--- src/rtl/gcode_command_dispatcher.sv ---
// ---------------------------------------------------------------------------
// gcode_command_dispatcher
//
// This block sits between the G-code memory reader and the SCARA motion
// controller. It accepts decoded commands, buffers them in a small FIFO, and
// executes them one at a time. It tracks the modal machine state and turns
// each move command into an absolute, saturated target for the controller.
//
// Ports:
//   clk, reset          rising-edge clock; asynchronous active-high reset
//   cmd_valid/ready     command handshake from the memory reader
//   cmd_code            opcode (0=G00 1=G01 2=G20 3=G21 4=G90 5=G91
//                       6=M2 7=M6 8=M72, 9-15 illegal)
//   cmd_x, cmd_y        coordinate or delta (signed); cmd_x also carries
//                       the tool number for M6
//   move_valid/ready    move handshake to the motion controller
//   move_x, move_y      absolute target (signed)
//   move_linear         1 = G01 linear move, 0 = G00 rapid move
//   tool_valid/ready    tool-change handshake to the motion controller
//   tool_num            requested tool
//   state_reg           {tool_change, raise_tool, absolute, inches, linear}
//   program_done        M2 executed; the dispatcher is halted until reset
//   illegal_cmd         sticky flag, set when an illegal opcode executes
//   fifo_level          current command FIFO occupancy
// ---------------------------------------------------------------------------
module gcode_command_dispatcher #(
    parameter int COORD_W = 14,
    parameter int DEPTH   = 4,
    parameter int TOOL_W  = 4
) (
    input  logic                     clk,
    input  logic                     reset,
    input  logic                     cmd_valid,
    output logic                     cmd_ready,
    input  logic [3:0]               cmd_code,
    input  logic [COORD_W-1:0]       cmd_x,
    input  logic [COORD_W-1:0]       cmd_y,
    output logic                     move_valid,
    input  logic                     move_ready,
    output logic [COORD_W-1:0]       move_x,
    output logic [COORD_W-1:0]       move_y,
    output logic                     move_linear,
    output logic                     tool_valid,
    input  logic                     tool_ready,
    output logic [TOOL_W-1:0]        tool_num,
    output logic [4:0]               state_reg,
    output logic                     program_done,
    output logic                     illegal_cmd,
    output logic [$clog2(DEPTH):0]   fifo_level
);

    localparam int AW = $clog2(DEPTH);
    localparam int EW = 4 + 2 * COORD_W;
    localparam logic [AW:0] FULL_LVL = (AW + 1)'(DEPTH);

    localparam logic [3:0] OP_G00 = 4'd0;
    localparam logic [3:0] OP_G01 = 4'd1;
    localparam logic [3:0] OP_G20 = 4'd2;
    localparam logic [3:0] OP_G21 = 4'd3;
    localparam logic [3:0] OP_G90 = 4'd4;
    localparam logic [3:0] OP_G91 = 4'd5;
    localparam logic [3:0] OP_M2  = 4'd6;
    localparam logic [3:0] OP_M6  = 4'd7;
    localparam logic [3:0] OP_M72 = 4'd8;

    typedef enum logic [2:0] {
        ST_IDLE      = 3'd0,
        ST_EXEC      = 3'd1,
        ST_WAIT_MOVE = 3'd2,
        ST_WAIT_TOOL = 3'd3,
        ST_HALT      = 3'd4
    } state_t;

    // Signed add at one extra bit, clamped to the representable range.
    function automatic logic [COORD_W-1:0] sat_add(
        input logic [COORD_W-1:0] a,
        input logic [COORD_W-1:0] b
    );
        logic [COORD_W:0] sum;
        sum = {a[COORD_W-1], a} + {b[COORD_W-1], b};
        if (sum[COORD_W] != sum[COORD_W-1]) begin
            // Overflow: the extra bit holds the true sign.
            if (sum[COORD_W]) begin
                sat_add = {1'b1, {(COORD_W-1){1'b0}}};
            end else begin
                sat_add = {1'b0, {(COORD_W-1){1'b1}}};
            end
        end else begin
            sat_add = sum[COORD_W-1:0];
        end
    endfunction

    // ------------------------------------------------------------------
    // Command FIFO
    // ------------------------------------------------------------------
    logic [EW-1:0]  mem_r [DEPTH];
    logic [AW-1:0]  wr_ptr_r;
    logic [AW-1:0]  rd_ptr_r;
    logic [AW:0]    count_r;
    logic           fifo_full_s;
    logic           fifo_empty_s;
    logic           push_s;
    logic           pop_s;
    logic [EW-1:0]  head_s;

    state_t state_r;
    state_t state_s;

    assign fifo_full_s  = (count_r == FULL_LVL);
    assign fifo_empty_s = (count_r == {(AW+1){1'b0}});
    assign cmd_ready    = !fifo_full_s && (state_r != ST_HALT);
    assign push_s       = cmd_valid && cmd_ready;
    // Popping only happens from IDLE, so a pop never competes with execution.
    assign pop_s        = (state_r == ST_IDLE) && !fifo_empty_s;
    assign head_s       = mem_r[rd_ptr_r];

    // FIFO storage write; contents need no reset since pointers define validity.
    always_ff @(posedge clk) begin
        if (push_s) begin
            mem_r[wr_ptr_r] <= {cmd_code, cmd_x, cmd_y};
        end
    end

    // FIFO pointers and occupancy counter; pointers wrap naturally at DEPTH.
    always_ff @(posedge clk or posedge reset) begin
        if (reset) begin
            wr_ptr_r <= {AW{1'b0}};
            rd_ptr_r <= {AW{1'b0}};
            count_r  <= {(AW+1){1'b0}};
        end else begin
            if (push_s) begin
                wr_ptr_r <= wr_ptr_r + AW'(1);
            end
            if (pop_s) begin
                rd_ptr_r <= rd_ptr_r + AW'(1);
            end
            case ({push_s, pop_s})
                2'b10:   count_r <= count_r + (AW+1)'(1);
                2'b01:   count_r <= count_r - (AW+1)'(1);
                default: count_r <= count_r;
            endcase
        end
    end

    // ------------------------------------------------------------------
    // Working register, modal state and output registers
    // ------------------------------------------------------------------
    logic [3:0]          work_code_r;
    logic [COORD_W-1:0]  work_x_r;
    logic [COORD_W-1:0]  work_y_r;

    logic                linear_r,     linear_s;
    logic                inches_r,     inches_s;
    logic                absolute_r,   absolute_s;
    logic                raise_r,      raise_s;
    logic                tchange_r,    tchange_s;
    logic [COORD_W-1:0]  pos_x_r,      pos_x_s;
    logic [COORD_W-1:0]  pos_y_r,      pos_y_s;
    logic                move_valid_r, move_valid_s;
    logic [COORD_W-1:0]  move_x_r,     move_x_s;
    logic [COORD_W-1:0]  move_y_r,     move_y_s;
    logic                move_lin_r,   move_lin_s;
    logic                tool_valid_r, tool_valid_s;
    logic [TOOL_W-1:0]   tool_num_r,   tool_num_s;
    logic                done_r,       done_s;
    logic                illegal_r,    illegal_s;

    // Working register captures the FIFO head on each pop.
    always_ff @(posedge clk or posedge reset) begin
        if (reset) begin
            work_code_r <= 4'd0;
            work_x_r    <= {COORD_W{1'b0}};
            work_y_r    <= {COORD_W{1'b0}};
        end else if (pop_s) begin
            work_code_r <= head_s[EW-1 -: 4];
            work_x_r    <= head_s[2*COORD_W-1 -: COORD_W];
            work_y_r    <= head_s[COORD_W-1:0];
        end else begin
            work_code_r <= work_code_r;
            work_x_r    <= work_x_r;
            work_y_r    <= work_y_r;
        end
    end

    // FSM state register.
    always_ff @(posedge clk or posedge reset) begin
        if (reset) begin
            state_r <= ST_IDLE;
        end else begin
            state_r <= state_s;
        end
    end

    // Next-state and next-value logic for the FSM and all datapath registers.
    always_comb begin
        state_s      = state_r;
        linear_s     = linear_r;
        inches_s     = inches_r;
        absolute_s   = absolute_r;
        raise_s      = raise_r;
        tchange_s    = tchange_r;
        pos_x_s      = pos_x_r;
        pos_y_s      = pos_y_r;
        move_valid_s = move_valid_r;
        move_x_s     = move_x_r;
        move_y_s     = move_y_r;
        move_lin_s   = move_lin_r;
        tool_valid_s = tool_valid_r;
        tool_num_s   = tool_num_r;
        done_s       = done_r;
        illegal_s    = illegal_r;

        case (state_r)
            ST_IDLE: begin
                if (pop_s) begin
                    state_s = ST_EXEC;
                end else begin
                    state_s = ST_IDLE;
                end
            end

            ST_EXEC: begin
                case (work_code_r)
                    OP_G20: begin
                        inches_s = 1'b1;
                        state_s  = ST_IDLE;
                    end
                    OP_G21: begin
                        inches_s = 1'b0;
                        state_s  = ST_IDLE;
                    end
                    OP_G90: begin
                        absolute_s = 1'b1;
                        state_s    = ST_IDLE;
                    end
                    OP_G91: begin
                        absolute_s = 1'b0;
                        state_s    = ST_IDLE;
                    end
                    OP_M72: begin
                        raise_s = 1'b1;
                        state_s = ST_IDLE;
                    end
                    OP_G00, OP_G01: begin
                        linear_s   = (work_code_r == OP_G01);
                        move_lin_s = (work_code_r == OP_G01);
                        raise_s    = 1'b0;
                        tchange_s  = 1'b0;
                        // The absolute flag seen here was set by an earlier
                        // command, so modal changes never act retroactively.
                        if (absolute_r) begin
                            move_x_s = work_x_r;
                            move_y_s = work_y_r;
                        end else begin
                            move_x_s = sat_add(pos_x_r, work_x_r);
                            move_y_s = sat_add(pos_y_r, work_y_r);
                        end
                        move_valid_s = 1'b1;
                        state_s      = ST_WAIT_MOVE;
                    end
                    OP_M6: begin
                        tchange_s    = 1'b1;
                        tool_num_s   = work_x_r[TOOL_W-1:0];
                        tool_valid_s = 1'b1;
                        state_s      = ST_WAIT_TOOL;
                    end
                    OP_M2: begin
                        done_s  = 1'b1;
                        state_s = ST_HALT;
                    end
                    default: begin
                        illegal_s = 1'b1;
                        state_s   = ST_IDLE;
                    end
                endcase
            end

            ST_WAIT_MOVE: begin
                if (move_valid_r && move_ready) begin
                    // Position only advances once the controller owns the move.
                    pos_x_s      = move_x_r;
                    pos_y_s      = move_y_r;
                    move_valid_s = 1'b0;
                    state_s      = ST_IDLE;
                end else begin
                    state_s = ST_WAIT_MOVE;
                end
            end

            ST_WAIT_TOOL: begin
                if (tool_valid_r && tool_ready) begin
                    // tool_change stays set until the next G00/G01.
                    tool_valid_s = 1'b0;
                    state_s      = ST_IDLE;
                end else begin
                    state_s = ST_WAIT_TOOL;
                end
            end

            ST_HALT: begin
                state_s = ST_HALT;
            end

            default: begin
                state_s = ST_IDLE;
            end
        endcase
    end

    // Modal bits, position and handshake output registers; reset is a safe start
    // with the tool raised and absolute addressing.
    always_ff @(posedge clk or posedge reset) begin
        if (reset) begin
            linear_r     <= 1'b0;
            inches_r     <= 1'b0;
            absolute_r   <= 1'b1;
            raise_r      <= 1'b1;
            tchange_r    <= 1'b0;
            pos_x_r      <= {COORD_W{1'b0}};
            pos_y_r      <= {COORD_W{1'b0}};
            move_valid_r <= 1'b0;
            move_x_r     <= {COORD_W{1'b0}};
            move_y_r     <= {COORD_W{1'b0}};
            move_lin_r   <= 1'b0;
            tool_valid_r <= 1'b0;
            tool_num_r   <= {TOOL_W{1'b0}};
            done_r       <= 1'b0;
            illegal_r    <= 1'b0;
        end else begin
            linear_r     <= linear_s;
            inches_r     <= inches_s;
            absolute_r   <= absolute_s;
            raise_r      <= raise_s;
            tchange_r    <= tchange_s;
            pos_x_r      <= pos_x_s;
            pos_y_r      <= pos_y_s;
            move_valid_r <= move_valid_s;
            move_x_r     <= move_x_s;
            move_y_r     <= move_y_s;
            move_lin_r   <= move_lin_s;
            tool_valid_r <= tool_valid_s;
            tool_num_r   <= tool_num_s;
            done_r       <= done_s;
            illegal_r    <= illegal_s;
        end
    end

    assign move_valid   = move_valid_r;
    assign move_x       = move_x_r;
    assign move_y       = move_y_r;
    assign move_linear  = move_lin_r;
    assign tool_valid   = tool_valid_r;
    assign tool_num     = tool_num_r;
    assign state_reg    = {tchange_r, raise_r, absolute_r, inches_r, linear_r};
    assign program_done = done_r;
    assign illegal_cmd  = illegal_r;
    assign fifo_level   = count_r;

endmodule
--- config.mk ---
export PLATFORM = sky130hd
export DESIGN_NAME = gcode_command_dispatcher
export DESIGN_NICKNAME = d
export VERILOG_FILES = /design/src/rtl/gcode_command_dispatcher.sv
export SDC_FILE = /design/constraint.sdc
export NUM_CORES = 1
export LEC_CHECK = 0
export CORE_ASPECT_RATIO = 0.7
export CORE_MARGIN = 3
export CORE_UTILIZATION = 50
export DETAILED_ROUTE_END_ITERATION = 6
export GPL_TIMING_DRIVEN = 1
export PLACE_DENSITY_LB_ADDON = 0.12
export SYNTH_ARGS = -nofsm -noshare
export SYNTH_HDL_FRONTEND = slang
export SYNTH_SLANG_ARGS = --single-unit
--- constraint.sdc ---
create_clock -name clk -period 7.44 [get_ports clk]
set_input_delay 1.488 -clock clk [delete_from_list [all_inputs] [get_ports clk]]
set_output_delay 1.488 -clock clk [all_outputs]
set_load 0.05 [all_outputs]
---- Word-level counts from Yosys, hierarchy flattened ----
Memories as Yosys holds them, arrays and structs flattened. A register that Yosys moved wholly into a read port is not among the register bits.
Index checks and enable logic that the tools add are counted.
word-level totals
  register bits after elaboration ......... 79
  ROM bits ................................ 0
  output and inout bits ................... 46
  bits in latches ......................... 0
  bits in writable memories ............... 128
  input port bits ......................... 37
  word-level logic and storage cells ...... 102
  memories kept ........................... 1
memory list
  memory  words  width  read ports  clocked after Yosys merged registers in  wr ports  line  text
  mem_r   4      32     1           1                                        1         96    logic [EW-1:0] mem_r [DEPTH];
cells by class
  $lt $le $gt $ge ......................... 0
  reduce and logical (&&, ||, !) cells .... 30
  shift-type cells ........................ 0
  multiplexer cells ....................... 24
  div/mod/pow operators ................... 0
  $add $sub $neg .......................... 6
  multiply operators ...................... 0
  eq/ne operators ......................... 22
  bitwise gates (word level) .............. 1
operators with widths
  operator             count
  $mux 14              6
  $add 14x14->15       2
  $reduce_and 2->1     9
  $eq 4x3->1 const B   4
  $pmux 3 s5           1
  $reduce_bool 2->1    7
  $pmux 1 s2           6
  $pmux 3 s3           1
  $reduce_or 9->1      1
  $eq 4x2->1 const B   2
  $mux 1               7
  $eq 3x2->1 const B   2
  $eq 3x3->1 const B   2
  $logic_not 3->1      2
  $ne 2x2->1 const B   3
  $pmux 3 s2           1
  $reduce_and 3->1     2
  $logic_and 1x1->1    5
  $add 2x1->2 const B  2
  $eq 4x1->1 const B   1
  $eq 4x4->1 const B   1
  $logic_not 4->1      1
  $mux 2               2
  $add 3x1->3 const B  1
  other kinds (10)     12

---- Logic depth before layout (Yosys ltp) ----
Gate-level depths: netlist of run 1.
  depth after elaboration ................. 6
  mapped depth ............................ 10
  mapped depth without buffers ............ 10

---- Worst setup path before layout of run 1 ----
No wires, ideal clock.
  path type ............................... register -> output
  start ................................... register count_r[0] (netlist: fifo_level[0])
  end ..................................... output port cmd_ready
  required time ........................... 5.952 ns
  path buffers ............................ 0
  setup slack ............................. 4.099 ns
  cell stages (with the launch flop) ...... 3
  arrival ................................. 1.853 ns
  path through ............................ dfrtp_1 > inv_1 > a32oi_1
between the ends
  word-level cells in the longest chain between the ends .. 3
RTL lines
  item                    line  text
  start, declared         99    logic [AW:0] count_r;
  start signal, assigned  129   count_r <= {(AW+1){1'b0}};
  start signal, assigned  138   2'b10: count_r <= count_r + (AW+1)'(1);
  start signal, assigned  139   2'b01: count_r <= count_r - (AW+1)'(1);
  $eq 3x3->1              109   assign fifo_full_s = (count_r == FULL_LVL);
  $logic_not 1->1         111   assign cmd_ready = !fifo_full_s && (state_r != ST_HALT);
  $logic_and 1x1->1       111
  end, declared           34    output logic cmd_ready,
Every way passes these cells.

---- Worst setup path after layout of run 1 ----
  start ................................... register state_r[1]
  end ..................................... output port cmd_ready
between the ends
  word-level cells in the longest chain between the ends .. 2
RTL lines
  item                    line  text
  start, declared         106   state_t state_r;
  start signal, assigned  190   state_r <= state_s;
  $ne 3x3->1              111
  $logic_and 1x1->1       111
Every way passes these cells.

==> results of run 1 <==
cells by family (layout without fill, tap and decap cells):
kind of cell,after synthesis,count (layout),share of synthesized area (%)
DFF,239,239,61.29
AOI/OAI and AO/OA,150,150,9.354
and+or+nand+nor,148,148,6.981
muxes,100,100,13.75
buffers and inverters,54,155,2.373
adders and majority gates,37,37,4.469
xor gates and xnor gates,22,22,1.783
sequential cells by signal, summed over array words and instances, names as in the netlist, 2 cells and up:
name,count
move_x,14
tool_num,4
work_y_r,14
rd_ptr_r,2
wr_ptr_r,2
move_y,14
pos_y_r,14
mem_r,128
state_r,3
work_code_r,4
fifo_level,3
pos_x_r,14
work_x_r,14
cells in the final DEF (no fill, tap or decap), types with 6 or more instances in the layout:
master	n
a21o_1	8
a21oi_1	43
a32oi_1	7
and3_1	12
buf_4	10
clkbuf_1	6
clkbuf_16	24
clkdlybuf4s50_1	82
clkinv_2	6
dfrtp_1	108
edfxtp_1	128
ha_1	33
inv_1	18
mux2_2	64
mux4_2	32
nand2_1	37
nand2b_1	6
nand3_1	8
nor2_1	44
nor3_1	10
o21ai_0	39
o22ai_2	7
o31ai_1	8
or3_1	9
xnor2_1	11
xor2_1	11
metrics by stage:
stage / cell area (um^2) / cells / setup WS, ps / hold slack, ps / utilization [%]
2_1_floorplan: 10810 / 750 / 3025 / 448.2 / -
3_3_place_gp: 11880 / 1083 / 4148 / 467.0 / 56.63
3_5_place_dp: 11880 / 1083 / 4094 / 475.5 / 56.63
4_1_cts: 12640 / 1127 / 3545 / 499.1 / 60.24
5_1_grt: 12640 / 1127 / 3403 / 517.1 / 60.24
6_report: 12640 / 1127 / 3552 / 496.9 / 60.24
layout make-up:
cell class,count,area (um^2),area share (%)
clock buffer,34,678.2,5.367
clock inverter,10,78.83,0.6238
inverter,19,73.82,0.5842
multi-input combinational,457,3939,31.17
sequential,239,6625,52.43
tap,276,345.3,2.733
timing repair buffer,92,895.9,7.090
worst register-to-register path: cells and delay by family (launching register included):
family | cells | cell delay, ps
compound gates | 6 | 1890
fa+ha+maj | 2 | 650
flops | 1 | 400
worst paths after layout:
kind / startpoint / to / slack (ps) / cells past startpoint
worst max-delay path: state_r[1] / cmd_ready / 3550 / 3
min in group asynchronous: reset / move_y[10] / 1300 / 2
worst min-delay path: tchange_r / tchange_r / 500 / 2
worst min register to register: tchange_r / tchange_r / 500 / 2
worst max register to register: work_y_r[0] / move_y[12] / 4330 / 8
max in group asynchronous: reset / rd_ptr_r[0] / 4760 / 3
routing by layer:
metal	routed length, um	vias up	track usage, %	share of wire (%)
li1	-	3004	-	-
met1	11430	3185	31.34	51
met2	9263	168	27.70	42
met3	1198	25	3.080	5.4
met4	338	0	3.939	1.5
met5	0	-	0	0
==> impl_metrics.py, run 1 <==
metrics = {
    "logic_synthesis": {
        "synth.top_cell.area_share_pct": 35.56,
        "synth_commonest_cells": "128 x edfxtp_1, 109 x dfrtp_1, 64 x mux2_2, 45 x nor2_1, 43 x a21oi_1",
        "synthesis.area_mm2": 0.01081,
        "yosysWarnings": 0,
        "syn_nets": 823,
        "synth_cells": 750,
        "synthFlopType": "edfxtp_1",
        "synth-async-reset-ratio_pct": 46.44,
        "yosysTopAreaCell": "edfxtp_1",
        "yosysMostFrequentCell": "edfxtp_1",
        "yosys-top-cells-area": "edfxtp_1 36%, dfrtp_1 25%, mux2_2 6.7%",
        "yosysSeqAreaShare_pct": 61.29,
        "syn_area_per_cell_um2": 14.41,
        "yosysUniqueCellTypes": 63,
        "synth_seq_cells": 239,
        "synth_edf_count": 128,
    },
    "clocking": {
        "clock_path_buffers": 3,
        "cts.sink_count": 239,
        "cts_hold_buf": 0,
        "clk_latency_ps": 530,
        "cts_setup_buffers": 0,
        "cts_tree": "built",
        "htreeDepth": 1,
        "clkTransAtPathRegs_ps": 60,
        "ctsResizeCount": 0,
        "clock_tree.root_cell": "clkbuf_16",
        "cts_inserted_buffers": 24,
    },
    "grt": {
        "grt_use_total_pct": 19.31,
        "grt_max_degree": 84,
        "grt_pass1_wl_mm": 35.76,
        "antenna_found_initial": 0,
        "grt_pass1_vias": 6505,
        "grt_overflow": 0,
    },
    "route": {
        "totalWireLength_mm": 22.23,
        "routed_via_density": 5.663,
        "dr.pass1.iters": 5,
        "drtIter0Drc": 648,
        "wl_per_cell_um": 19.72,
        "drcViolationCount": 0,
        "num_vias": 6382,
        "detail-route-antenna-nets": 0,
    },
    "sta": {
        "tightest_slew_ps": 1034,
        "tns_ps": 0,
        "slew_headroom_pct": 31.07,
        "setup_viol": 0,
        "clock.fmax_mhz": 257.2,
        "timing.final.crit_period_ps": 3888,
        "slew_viol_final": 0,
        "finalClockSkew_ps": 15.10,
        "hold_viol": 0,
        "rsz0062_at_grt": "no",
        "finalCritPeriodShare_pct": 52.26,
    },
    "placement": {
        "gp_congestion": 0.8890,
        "dp.final_hpwl_mm": 14.83,
        "port_buffers": 82,
    },
    "worst_setup_path": {
        "crit_path_top_delay_cell": "clkdlybuf4s50_1",
        "critPathBufInv": 1,
        "cp_data_required_time_ps": 5950,
        "path_class": "flip-flop to output pin",
        "critPathLaunchType": "flip-flop",
        "path_delay_family": "buffers and inverters",
        "cp.arrival_ps": 2400,
        "crit_path_max_fanout": 6,
        "critPathCaptureType": "output pin",
        "worstPathCellList": "nor2_1 -> a32oi_1 -> clkdlybuf4s50_1",
        "max_stage_delay_ps": 900,
    },
    "floorplanning": {
        "die_area_mm2": 0.02344,
        "ios": 83,
        "rows": 44,
        "dieWidth_um": 181.7,
        "core_area_mm2": 0.02098,
        "die_h_um": 129.0,
        "initial_core_util_pct": 51.53,
    },
    "job": {
        "drv_cap": 0,
    },
    "outcome": {
        "status": "complete, no violations",
    },
    "cells_and_area": {
        "n_fill_cell": 1561,
        "nNetsFinal": 906,
        "drive_above_1_share_pct": 20.68,
        "area_growth_pct": 16.91,
        "n_antenna_cell": 0,
    },
    "worst_hold_path": {
        "hp-class": "flip-flop to flip-flop",
    },
}
Power of run 1 is not shown: default switching activity piles up to over one toggle a cycle in this logic, so the estimate is an artifact.
==> inputs of run 2 (changes only) <==
==> constraint.sdc (replaced) <==
create_clock -name clk -period 3.4 [get_ports clk]
set_input_delay 0.68 -clock clk [delete_from_list [all_inputs] [get_ports clk]]
set_output_delay 0.68 -clock clk [all_outputs]
set_load 0.05 [all_outputs]
==> run 2 against run 1 <==
Compared with the run above: clock skew decreased by 6.5 ps; cell count increased by 0.71%; sequential cell count unchanged; via count increased by 1.6%; register-to-register slack got worse by 3900 ps; die area unchanged; critical path type unchanged.
==> impl_metrics.py, run 2 (synthesis results as in run 1) <==
metrics = {
    "job": {
        "drv_cap": 0,
    },
    "worst_setup_path": {
        "timing.reg2reg.setup_slack_ps": 420,
        "critPathLaunchType": "flip-flop",
        "worst_r2r_path_depth": 9,
        "crit_path_top_delay_cell": "clkdlybuf4s50_1",
        "rr_startpoint": "work_y_r[0]",
        "cp.arrival_ps": 2380,
        "critPathBufInv": 1,
        "path_delay_family": "buffers and inverters",
        "timing.rr.end": "move_y[3]",
        "cp_data_required_time_ps": 2720,
        "worstPathCellList": "nor2_1 -> a32oi_1 -> clkdlybuf4s50_1",
        "critPathCaptureType": "output pin",
        "crit_path_max_fanout": 6,
        "max_stage_delay_ps": 890,
        "path_class": "flip-flop to output pin",
    },
    "cells_and_area": {
        "layout_commonest_cell": "edfxtp_1",
        "nNetsFinal": 914,
        "largest-register": "mem_r",
        "regArea_mm2": 0.006625,
        "n_fill_cell": 1569,
        "area_growth_pct": 18.85,
        "multiInputGateArea_mm2": 0.003939,
        "drive_above_1_share_pct": 22.35,
        "layout_common_cells": "128 x edfxtp_1, 108 x dfrtp_1, 82 x clkdlybuf4s50_1",
        "n_antenna_cell": 0,
        "largest_reg_flops": 128,
    },
    "sta": {
        "finalCritPeriodShare_pct": 90.01,
        "hold_viol": 0,
        "timing.final.crit_period_ps": 3060,
        "slew_headroom_pct": 30.47,
        "tightest_slew_ps": 1043,
        "tns_ps": 0,
        "rsz0062_at_grt": "no",
        "setup_viol": 0,
        "slew_viol_final": 0,
        "finalClockSkew_ps": 8.551,
        "clock.fmax_mhz": 326.8,
    },
    "grt": {
        "antenna_found_initial": 0,
        "grt_use_total_pct": 20.16,
        "grt_max_degree": 43,
        "grt_overflow": 0,
        "grt_pass1_vias": 6514,
        "grt_pass1_wl_mm": 37.18,
    },
    "floorplanning": {
        "initial_core_util_pct": 51.53,
        "dieWidth_um": 181.7,
        "ios": 83,
        "rows": 44,
        "die_area_mm2": 0.02344,
        "core_area_mm2": 0.02098,
        "die_h_um": 129.0,
    },
    "route": {
        "drtIter0Drc": 466,
        "detail-route-antenna-nets": 0,
        "routed_via_density": 5.713,
        "totalWireLength_mm": 23.16,
        "drcViolationCount": 0,
        "wl_per_cell_um": 20.41,
        "num_vias": 6484,
        "dr.pass1.iters": 5,
    },
    "clocking": {
        "htreeDepth": 1,
        "cts_inserted_buffers": 24,
        "cts_setup_buffers": 0,
        "clock_path_buffers": 3,
        "clk_latency_ps": 530,
        "cts_hold_buf": 0,
        "clock_tree.root_cell": "clkbuf_16",
        "cts_tree": "built",
        "clkTransAtPathRegs_ps": 70,
        "ctsResizeCount": 0,
        "cts.sink_count": 239,
    },
    "worst_hold_path": {
        "min_from": "tchange_r",
        "min_to": "tchange_r",
        "hp-class": "flip-flop to flip-flop",
        "worstHoldPathCells": 2,
    },
    "outcome": {
        "status": "complete, no violations",
    },
    "placement": {
        "gp_congestion": 0.8888,
        "port_buffers": 82,
        "dp.final_hpwl_mm": 15.76,
    },
}
[run 2: cell count changes in the layout (fill, tap and decap cells not counted)]
| cell | delta |
|---|---|
| buf_4 | +7 |
| clkbuf_1 | -6 |
| clkinvlp_4 | +6 |
| bufinv_16 | +5 |
| clkbuf_8 | -2 |
| clkinv_1 | -2 |
| clkinv_2 | -2 |
| clkinv_4 | +2 |
| buf_12 | +1 |
| inv_4 | -1 |
| inv_6 | +1 |
| inv_8 | -1 |
[run 2: area by class of cell]
class	count	area share [%]
Multi-Input combinational cell	457	30.66
Timing Repair Buffer	100	7.539
Inverter	19	0.5845
Tap cell	276	2.688
Clock buffer	26	4.890
Sequential cell	239	51.58
Clock inverter	18	2.055
[run 2: worst reg2reg max path, cell delays in order, from the launching register on]
cell and delay (ps):
dfrtp_1 400, ha_1 240, fa_1 410, a21oi_1 240
o22ai_1 160, o211ai_1 330, o21ai_0 280, o21ai_2 460
buf_4 250, o22ai_2 100
[run 2: layer usage]
metal	share of wire (%)	GRT usage [%]
met1	50	31.85
met2	42	29.15
met3	5.4	3.786
met4	2.0	4.745
met5	0	0
[run 2: how the worst max path moves through the flow]
stage,depth (start not counted),startpoint,slack [ps],to
6_report,3,state_r[1],340,cmd_ready
5_1_grt,3,state_r[1],210,cmd_ready
4_1_cts,3,state_r[1],320,cmd_ready
2_1_floorplan,3,fifo_level[0],160,mem_r[2][0]
3_5_place_dp,9,work_y_r[0],460,move_y[3]
3_3_place_gp,9,work_y_r[0],580,move_y[2]
[run 2: through the flow]
step | cell area, um^2 | cells | worst slack [ps] | hold WS, ps | util [%]
6_report | 12840 | 1135 | 339.8 | 483.0 | 61.24
5_1_grt | 12840 | 1135 | 208.0 | 522.2 | 61.24
3_3_place_gp | 11950 | 1091 | 581.4 | 462.6 | 56.99
2_1_floorplan | 10810 | 750 | 161.6 | 448.2 | -
4_1_cts | 12840 | 1135 | 320.9 | 487.3 | 61.24
3_5_place_dp | 11950 | 1091 | 461.0 | 470.9 | 56.99
Power of run 2 is left out for the same reason.
